File: src/rtl/mem_pkg.sv
// Shared types and helpers for the data-memory store buffer.
//   wb_entry_t : one posted store {widx, data, be}
//   BE_WORD    : byte enables of a full-word store
//   MEMW_WORD / MEMW_BYTE : memwidth encoding (0 = SW, 1 = SB)
//   lane_be()  : one-hot byte enable for a byte lane
//   byte_rep() : replicate a byte into all four lanes
package mem_pkg;

  // The word index is kept at its widest possible size (aluout[31:2]) so the
  // struct does not depend on the array size; users compare only the low
  // ADDRW bits.
  localparam int WIDX_W = 30;

  localparam logic [3:0] BE_WORD   = 4'b1111;
  localparam logic       MEMW_WORD = 1'b0;
  localparam logic       MEMW_BYTE = 1'b1;

  typedef struct packed {
    logic [WIDX_W-1:0] widx;
    logic [31:0]       data;
    logic [3:0]        be;
  } wb_entry_t;

  // Little-endian: lane 0 is bits 7:0.
  function automatic logic [3:0] lane_be(input logic [1:0] lane);
    lane_be = 4'b0001 << lane;
  endfunction

  function automatic logic [31:0] byte_rep(input logic [7:0] b);
    byte_rep = {4{b}};
  endfunction

endpackage

File: src/rtl/dmem_store_buffer_if.sv
// CPU data port as seen by the data memory.
//   master : the CPU (drives memwrite/memread/memwidth/aluout/writedata)
//   slave  : the memory (returns readdata and buffer occupancy)
interface dmem_store_buffer_if #(
  parameter int DEPTH = 4
);
  logic                     memwrite;
  logic                     memread;
  logic                     memwidth;
  logic [31:0]              aluout;
  logic [31:0]              writedata;
  logic [31:0]              readdata;
  logic [$clog2(DEPTH):0]   wb_count;
  logic                     wb_empty;

  modport master (
    output memwrite, memread, memwidth, aluout, writedata,
    input  readdata, wb_count, wb_empty
  );

  modport slave (
    input  memwrite, memread, memwidth, aluout, writedata,
    output readdata, wb_count, wb_empty
  );
endinterface

File: src/rtl/wb_forward_merge.sv
// Store-to-load forwarding merge (purely combinational).
//   arr_word : word read from the backing array at widx
//   entries  : store-buffer storage, indexed by slot
//   valid    : per-slot valid flags
//   head     : slot of the oldest entry
//   widx     : word index being looked up
//   merged   : arr_word overlaid by every matching valid entry, oldest first,
//              per byte lane, so the youngest store to each byte wins
module wb_forward_merge
  import mem_pkg::*;
#(
  parameter int DEPTH = 4,
  parameter int ADDRW = 6
) (
  input  logic [31:0]              arr_word,
  input  wb_entry_t                entries [DEPTH],
  input  logic [DEPTH-1:0]         valid,
  input  logic [$clog2(DEPTH)-1:0] head,
  input  logic [ADDRW-1:0]         widx,
  output logic [31:0]              merged
);
  localparam int PW = $clog2(DEPTH);

  logic [PW-1:0] idx;
  logic          unused_widx_hi;

  always_comb begin
    merged         = arr_word;
    idx            = '0;
    unused_widx_hi = 1'b0;
    // Walk slots from the head (oldest) forward; pointer arithmetic wraps
    // naturally because DEPTH is a power of two.
    for (int k = 0; k < DEPTH; k++) begin
      idx = head + PW'(k);
      if (valid[idx] && (entries[idx].widx[ADDRW-1:0] == widx)) begin
        for (int l = 0; l < 4; l++) begin
          if (entries[idx].be[l]) begin
            merged[l*8 +: 8] = entries[idx].data[l*8 +: 8];
          end
        end
      end
      unused_widx_hi = unused_widx_hi ^ (^entries[k].widx[WIDX_W-1:ADDRW]);
    end
  end
endmodule

File: src/rtl/dmem_store_buffer.sv
// Data memory with a posted store buffer for a single-cycle MIPS core.
//   clk   : clock, all state updates on the rising edge
//   reset : asynchronous, active-low; clears the buffer, not the array
//   bus   : slave side of the CPU data port (see dmem_store_buffer_if)
// Stores enter the buffer on their own cycle and drain to the array one per
// non-load cycle. Loads read the array merged with pending stores, so the CPU
// sees program-order memory with zero-latency reads.
module dmem_store_buffer
  import mem_pkg::*;
#(
  parameter int DEPTH = 4,
  parameter int ADDRW = 6
) (
  input  logic               clk,
  input  logic               reset,
  dmem_store_buffer_if.slave bus
);
  localparam int PW = $clog2(DEPTH);
  localparam int CW = PW + 1;

  logic [31:0]      mem [2**ADDRW];
  wb_entry_t        entries_reg [DEPTH];
  logic [PW-1:0]    head_reg;
  logic [PW-1:0]    tail_reg;
  logic [CW-1:0]    count_reg;
  logic [CW-1:0]    count_next;

  logic             full;
  logic             do_drain;
  logic             do_push;
  logic [DEPTH-1:0] valid;
  wb_entry_t        push_entry;
  wb_entry_t        head_entry;
  logic [ADDRW-1:0] lookup_widx;
  logic [ADDRW-1:0] drain_widx;
  logic [31:0]      arr_word;
  logic             unused_bits;

  assign lookup_widx = bus.aluout[ADDRW+1:2];
  assign head_entry  = entries_reg[head_reg];
  assign drain_widx  = head_entry.widx[ADDRW-1:0];
  assign unused_bits = ^{bus.aluout[31:ADDRW+2], head_entry.widx[WIDX_W-1:ADDRW]};

  // Loads own the array read port, so a load cycle holds the buffer. A store
  // with a load (never issued by the CPU) therefore cannot drain and, when
  // the buffer is full, is dropped.
  assign full     = (count_reg == CW'(DEPTH));
  assign do_drain = (count_reg != '0) && !bus.memread;
  assign do_push  = bus.memwrite && (!full || do_drain);

  always_comb begin
    push_entry.widx = {{(WIDX_W-ADDRW){1'b0}}, bus.aluout[ADDRW+1:2]};
    if (bus.memwidth == MEMW_BYTE) begin
      push_entry.be   = lane_be(bus.aluout[1:0]);
      push_entry.data = byte_rep(bus.writedata[7:0]);
    end else begin
      push_entry.be   = BE_WORD;
      push_entry.data = bus.writedata;
    end
  end

  always_comb begin
    count_next = count_reg;
    case ({do_push, do_drain})
      2'b10:   count_next = count_reg + CW'(1);
      2'b01:   count_next = count_reg - CW'(1);
      default: count_next = count_reg;
    endcase
  end

  always_ff @(posedge clk or negedge reset) begin
    if (!reset) begin
      head_reg  <= '0;
      tail_reg  <= '0;
      count_reg <= '0;
    end else begin
      if (do_push)  tail_reg <= tail_reg + PW'(1);
      if (do_drain) head_reg <= head_reg + PW'(1);
      count_reg <= count_next;
    end
  end

  // Payload storage needs no reset; validity comes from head/count.
  always_ff @(posedge clk) begin
    if (do_push) entries_reg[tail_reg] <= push_entry;
  end

  // Backing array: byte-enabled write of the head entry on a drain.
  always_ff @(posedge clk) begin
    if (do_drain) begin
      for (int l = 0; l < 4; l++) begin
        if (head_entry.be[l]) mem[drain_widx][l*8 +: 8] <= head_entry.data[l*8 +: 8];
      end
    end
  end

  assign arr_word = mem[lookup_widx];

  // Slot gi is valid when its distance from head is below the count.
  genvar gi;
  generate
    for (gi = 0; gi < DEPTH; gi++) begin : g_valid
      logic [PW-1:0] age;
      assign age       = PW'(gi) - head_reg;
      assign valid[gi] = ({1'b0, age} < count_reg);
    end
  endgenerate

  wb_forward_merge #(
    .DEPTH (DEPTH),
    .ADDRW (ADDRW)
  ) u_merge (
    .arr_word (arr_word),
    .entries  (entries_reg),
    .valid    (valid),
    .head     (head_reg),
    .widx     (lookup_widx),
    .merged   (bus.readdata)
  );

  assign bus.wb_count = count_reg;
  assign bus.wb_empty = (count_reg == '0);
endmodule
File: src/flat_wrapper.sv
// flat-port wrapper written by rule: the top's interface ports become plain ports
module dmem_store_buffer_flat import mem_pkg::*;
#(
  parameter int DEPTH = 4,
  parameter int ADDRW = 6
)
  (clk, reset, bus_memwrite, bus_memread, bus_memwidth, bus_aluout, bus_writedata, bus_readdata, bus_wb_count, bus_wb_empty);
  dmem_store_buffer_if #(.DEPTH(DEPTH)) bus_i ();
  input  logic clk;
  input  logic reset;
  input wire logic [$bits(bus_i.memwrite)-1:0] bus_memwrite;
  input wire logic [$bits(bus_i.memread)-1:0] bus_memread;
  input wire logic [$bits(bus_i.memwidth)-1:0] bus_memwidth;
  input wire logic [$bits(bus_i.aluout)-1:0] bus_aluout;
  input wire logic [$bits(bus_i.writedata)-1:0] bus_writedata;
  output wire logic [$bits(bus_i.readdata)-1:0] bus_readdata;
  output wire logic [$bits(bus_i.wb_count)-1:0] bus_wb_count;
  output wire logic [$bits(bus_i.wb_empty)-1:0] bus_wb_empty;
  assign bus_i.memwrite = bus_memwrite;
  assign bus_i.memread = bus_memread;
  assign bus_i.memwidth = bus_memwidth;
  assign bus_i.aluout = bus_aluout;
  assign bus_i.writedata = bus_writedata;
  assign bus_readdata = bus_i.readdata;
  assign bus_wb_count = bus_i.wb_count;
  assign bus_wb_empty = bus_i.wb_empty;
  dmem_store_buffer #(.DEPTH(DEPTH), .ADDRW(ADDRW)) u_core (.clk(clk), .reset(reset), .bus(bus_i));
endmodule
File: config.mk
export PLATFORM = sky130hd
export DESIGN_NAME = dmem_store_buffer_flat
export DESIGN_NICKNAME = d
export VERILOG_FILES = /design/src/rtl/mem_pkg.sv /design/src/rtl/dmem_store_buffer_if.sv /design/src/rtl/wb_forward_merge.sv /design/src/rtl/dmem_store_buffer.sv /design/src/flat_wrapper.sv
export SDC_FILE = /design/constraint.sdc
export NUM_CORES = 2
export LEC_CHECK = 0
export ABC_CLOCK_PERIOD_IN_PS = 6600
export CAP_MARGIN = 20
export CORE_AREA = 2 2 479 481
export DETAILED_ROUTE_END_ITERATION = 12
export DIE_AREA = 0 0 481 483
export GPL_ROUTABILITY_DRIVEN = 0
export GPL_TIMING_DRIVEN = 0
export PLACE_DENSITY = 0.56
export SLEW_MARGIN = 15
export SYNTH_ARGS = -nofsm -noshare
export SYNTH_HDL_FRONTEND = slang
export SYNTH_SLANG_ARGS = --single-unit
File: constraint.sdc
create_clock -name clk -period 6.6 [get_ports clk]
set_input_delay 0.99 -clock clk [delete_from_list [all_inputs] [get_ports clk]]
set_output_delay 0.99 -clock clk [all_outputs]
set_load 0.1 [all_outputs]
==> results by stage <==
Status:
- The flow ran to the end, but the final reports show violations.
- The checks that failed: negative setup slack.

Clock tree:
- The cell at the root of the clock tree is sky130_fd_sc_hd__clkbuf_16.
- The clock drives 2223 sinks.
- The total of hold buffers inserted after clock tree synthesis is 0.
- The number of levels in the clock H-tree is 4.
- Clock-pin slew was measured on the worst setup and hold paths at 0.05 ns.
- The maximum count of clock buffers along a single path is 3.
- The clock latency at the later pin of the worst-skew pair is 0.94 ns.
- The clock tree from TritonCTS is built.
- Buffers inserted during clock tree synthesis total 223.

Timing:
- The total setup violations reported at the end of the flow is 21.
- The final-layout worst hold slack is 0.413 ns.
- The routed design could run at a clock period as short as 6.83 ns.
- The headroom to the max-slew limit is 0.0927.
- Once routing completed, OpenROAD measured the worst setup slack at -0.232 ns.
- The clock arrives with 0.0844 ns of skew.
- The final count of pins violating max slew is 0.
- The number of hold violations in the final report was 0.
- At the pin with the least slew margin, the transition time is 1.36 ns.
- The highest clock rate is 146 MHz.
- The ratio of final minimum period to clock period is 1.04.

Drt:
- In the routed layout, each cell is associated on average with a via count of 6.60.
- The number of routed nets with antenna violations is 0.
- The first detailed-routing pass ran for 12 iterations.
- The via total after detailed routing is 55336.
- Summed over all layers, the routed wires come to 372000 um.
- For this run, design rule violations remaining after detail routing come to 0.
- The detailed router finished its first iteration with 10086 violations.
- Dividing the detail-routed wire length by the instance count gives 44.3 um.

Pwr:
- The leakage power is 0.0340 uW.
- The share of total power consumed by net switching is 0.342.
- The share of total power dissipated in the clock network is 0.278.
- The logic gate share of total power is 0.294.
- The internal power of the cells totals 29100 uW.
- The switching power summed over all nets is 15200 uW.
- The largest voltage drop on the vdd net is 0.000374 V.
- Dividing total power by cell area gives a power density of 414 mW/mm^2.
- The share of total power dissipated in sequential elements is 0.428.

Worst setup path:
- The worst setup path is launched from an input port.
- For the worst flop-to-flop path, the logic depth is 10.
- Data on the critical path is required at its endpoint by 5.61 ns.
- The type of destination of the critical path is an output port.
- The endpoint identified for the worst register-to-register timing path is u_core.mem[16][23].
- The launch instance of the worst register-to-register path is u_core.head_reg[0].
- In this run the worst path has a maximum fanout of 11.
- The critical path arrival is 5.84 ns.
- The critical path start-end classification is input port to output port.
- The reg2reg setup slack is 1.49 ns.

Floorplan:
- The count of standard-cell rows is 175.
- The die area is 0.232 mm^2.
- The placeable core region is 0.227 mm^2.
- The effective utilization at floorplan is 0.399.
- The x dimension of the die is 481 um.
- 105 I/O pins were placed.
- From bottom edge to top edge, the die measures 483 um.

Placed design:
- Once detailed placement completed, the half-perimeter wirelength came to 258000 um.
- Before CTS, the worst setup slack after placement is -3.37 ns.
- Buffers placed on the I/O ports in this run total 79.

Synthesis:
- The number of synthesized flops with an enable pin is 2216.
- The post-synthesis instance total is 4734.
- The count of state elements after synthesis is 2223.
- Yosys printed 0 warnings.
- The most instantiated flip-flop cell in the synthesis netlist is sky130_fd_sc_hd__edfxtp_1.
- Counting flops with an async set or reset pin after synthesis yields a share of 0.00315.
- The netlist uses 76 different library cells.
- The mapped cell area is 0.0905 mm^2.
- Of the synthesized area, sequential elements account for 0.737.
- Synthesis produced a netlist with a net count of 4813.
- In this run the mean area of a mapped cell was 19.1 um^2.

Cells and area:
- The register with the most flip-flops in the layout has 2048 of them.
- The area growth from synthesis to layout is 18.3%.
- The proportion of layout cells with a drive suffix above 1 is 0.277.
- Measured on the finished design, the core utilization comes to 0.472.
- The final layout contains 5261 nets.

Global route:
- The global-route wire length before repair is 484000 um.
- For this run, the total global-route usage over all layers was measured as 0.316.
- The number of global-route vias before repair is 51426.
- The total overflow left after global routing is 0.
- The number of antenna violations at the first check in global routing is 24.
- The largest net degree at the start of global routing is 66.

Run:
- Max-cap violations in this run came to 0.

Hold path:
- The worst hold path belongs to the class input port to asynchronous set/reset pin.
[metal layers]
metal | routed length (um) | part of all wire | vias to the layer above | track usage
li1 | - | - | 20407 | -
met1 | 131000 | 0.35 | 29230 | 0.403
met2 | 157000 | 0.42 | 4614 | 0.446
met3 | 56500 | 0.15 | 1069 | 0.139
met4 | 26500 | 0.071 | 16 | 0.183
met5 | 222 | 0.00060 | - | 0
[repair_timing]
action	CTS	global route
pin swaps	21	12
resized for setup	550	79
buffers inserted	18	2
endpoints found under the setup margin	32	30
[cells in the final DEF, fill, tap and decap left out, types with 74 or more instances in the layout]
cell type | netlist | final
sky130_fd_sc_hd__buf_4 | 12 | 83
sky130_fd_sc_hd__mux2i_1 | 238 | 220
sky130_fd_sc_hd__o21ai_0 | 107 | 99
sky130_fd_sc_hd__clkbuf_16 | 0 | 227
sky130_fd_sc_hd__clkbuf_1 | 146 | 99
sky130_fd_sc_hd__a21oi_1 | 96 | 74
sky130_fd_sc_hd__nor2_1 | 369 | 342
sky130_fd_sc_hd__nand2_1 | 189 | 183
sky130_fd_sc_hd__edfxtp_1 | 2216 | 2216
sky130_fd_sc_hd__mux4_2 | 526 | 520
[cell families (layout without fill, tap and decap cells)]
family                   Yosys count  in the layout  synth area share
AO/OA/AOI/OAI                    534            534            0.0397
AND/OR/NAND/NOR                  779            779            0.0386
multiplexers                     827            827             0.165
other                              0              8                 0
buffers and inverters            337            967            0.0159
adder cells (fa/ha/maj)           10             10           0.00147
flip-flops                      2223           2223             0.737
XOR/XNOR                          24             24           0.00232
[critical path: stages]
cell                              delay, ns
sky130_fd_sc_hd__clkdlybuf4s50_1       0.64
sky130_fd_sc_hd__clkbuf_1              0.28
sky130_fd_sc_hd__clkbuf_2              0.45
sky130_fd_sc_hd__clkbuf_2              0.60
sky130_fd_sc_hd__clkbuf_2              0.43
sky130_fd_sc_hd__clkbuf_4              0.56
sky130_fd_sc_hd__o221ai_1              0.36
sky130_fd_sc_hd__a21oi_1               0.21
sky130_fd_sc_hd__o31ai_1               0.12
sky130_fd_sc_hd__o31ai_4               0.61
sky130_fd_sc_hd__a32oi_4               0.29
sky130_fd_sc_hd__buf_12                0.24
[power by group through the flow]
stage / clock [uW] / combinational [uW] / sequential (uW)
2_1_floorplan: 0 / 5460 / 19500
3_3_place_gp: 0 / 10000 / 19900
3_5_place_dp: 0 / 12100 / 19300
4_1_cts: 12300 / 12500 / 19000
5_1_grt: 12800 / 13200 / 19000
6_report: 12300 / 13000 / 19000
[cells in the mapped netlist, types with 7 or more instances]
master / instances / share of area
sky130_fd_sc_hd__edfxtp_1: 2216 / 0.74
sky130_fd_sc_hd__mux4_2: 526 / 0.13
sky130_fd_sc_hd__nor2_1: 369 / 0.015
sky130_fd_sc_hd__mux2i_1: 238 / 0.026
sky130_fd_sc_hd__nand2_1: 189 / 0.0078
sky130_fd_sc_hd__clkbuf_1: 146 / 0.0061
sky130_fd_sc_hd__o21ai_0: 107 / 0.0059
sky130_fd_sc_hd__a21oi_1: 96 / 0.0053
sky130_fd_sc_hd__buf_2: 80 / 0.0044
sky130_fd_sc_hd__a22oi_1: 69 / 0.0057
sky130_fd_sc_hd__mux2_2: 63 / 0.0078
sky130_fd_sc_hd__buf_1: 52 / 0.0022
sky130_fd_sc_hd__o22ai_1: 52 / 0.0036
sky130_fd_sc_hd__inv_1: 43 / 0.0018
sky130_fd_sc_hd__nand3_1: 38 / 0.0021
sky130_fd_sc_hd__a221oi_1: 30 / 0.0029
sky130_fd_sc_hd__a211oi_1: 26 / 0.0022
sky130_fd_sc_hd__nor3_1: 26 / 0.0014
sky130_fd_sc_hd__nor4_1: 25 / 0.0017
sky130_fd_sc_hd__a22o_1: 22 / 0.0021
sky130_fd_sc_hd__and2_1: 22 / 0.0015
sky130_fd_sc_hd__nand2b_1: 21 / 0.0015
sky130_fd_sc_hd__nor2b_1: 21 / 0.0015
sky130_fd_sc_hd__o211ai_1: 20 / 0.0017
sky130_fd_sc_hd__a32oi_1: 19 / 0.0018
sky130_fd_sc_hd__xnor2_1: 15 / 0.0015
sky130_fd_sc_hd__nand4_1: 13 / 0.00090
sky130_fd_sc_hd__o32ai_1: 13 / 0.0013
sky130_fd_sc_hd__a31oi_1: 12 / 0.00083
sky130_fd_sc_hd__buf_4: 12 / 0.0010
sky130_fd_sc_hd__a2111oi_0: 10 / 0.00097
sky130_fd_sc_hd__ha_1: 9 / 0.0012
sky130_fd_sc_hd__o221ai_1: 9 / 0.00087
sky130_fd_sc_hd__or2_2: 9 / 0.00062
sky130_fd_sc_hd__xor2_1: 9 / 0.00087
sky130_fd_sc_hd__and3_1: 8 / 0.00055
sky130_fd_sc_hd__nand3b_1: 8 / 0.00066
sky130_fd_sc_hd__o31ai_1: 8 / 0.00066
sky130_fd_sc_hd__dfrtp_1: 7 / 0.0019
[worst max-delay path by stage]
stage | cells past startpoint | start | to
2_1_floorplan | 18 | u_core.head_reg[1] | bus_readdata[12]
3_3_place_gp | 11 | bus_aluout[3] | bus_readdata[6]
3_5_place_dp | 20 | u_core.head_reg[1] | bus_readdata[22]
4_1_cts | 16 | bus_aluout[3] | bus_readdata[22]
5_1_grt | 16 | bus_aluout[3] | bus_readdata[22]
6_report | 12 | bus_aluout[5] | bus_readdata[17]
[through the flow]
stage                      TNS, ns  total power, uW  std cells  cell area [um^2]
after floorplan             -0.611            25000       4734             90800
after global placement    -2751.29            29900       7822             95400
after detailed placement    -90.71            31400       7955             98700
after CTS                  -0.0272            43800       8371            107000
after global routing       -0.0527            45000       8374            107000
final                        -2.58            44300       8381            107000
[layout make-up]
cell class / instances / area [um^2]
fill: 19067 / 120000
sequential: 2223 / 66700
multi-input combinational: 2174 / 23700
clock buffer: 279 / 5850
timing repair buffer: 237 / 3780
tap: 3009 / 3760
buffer: 279 / 2090
clock inverter: 128 / 1030
inverter: 44 / 168
antenna: 8 / 20.0
No activity file was read; power rests on OpenSTA's default activity.
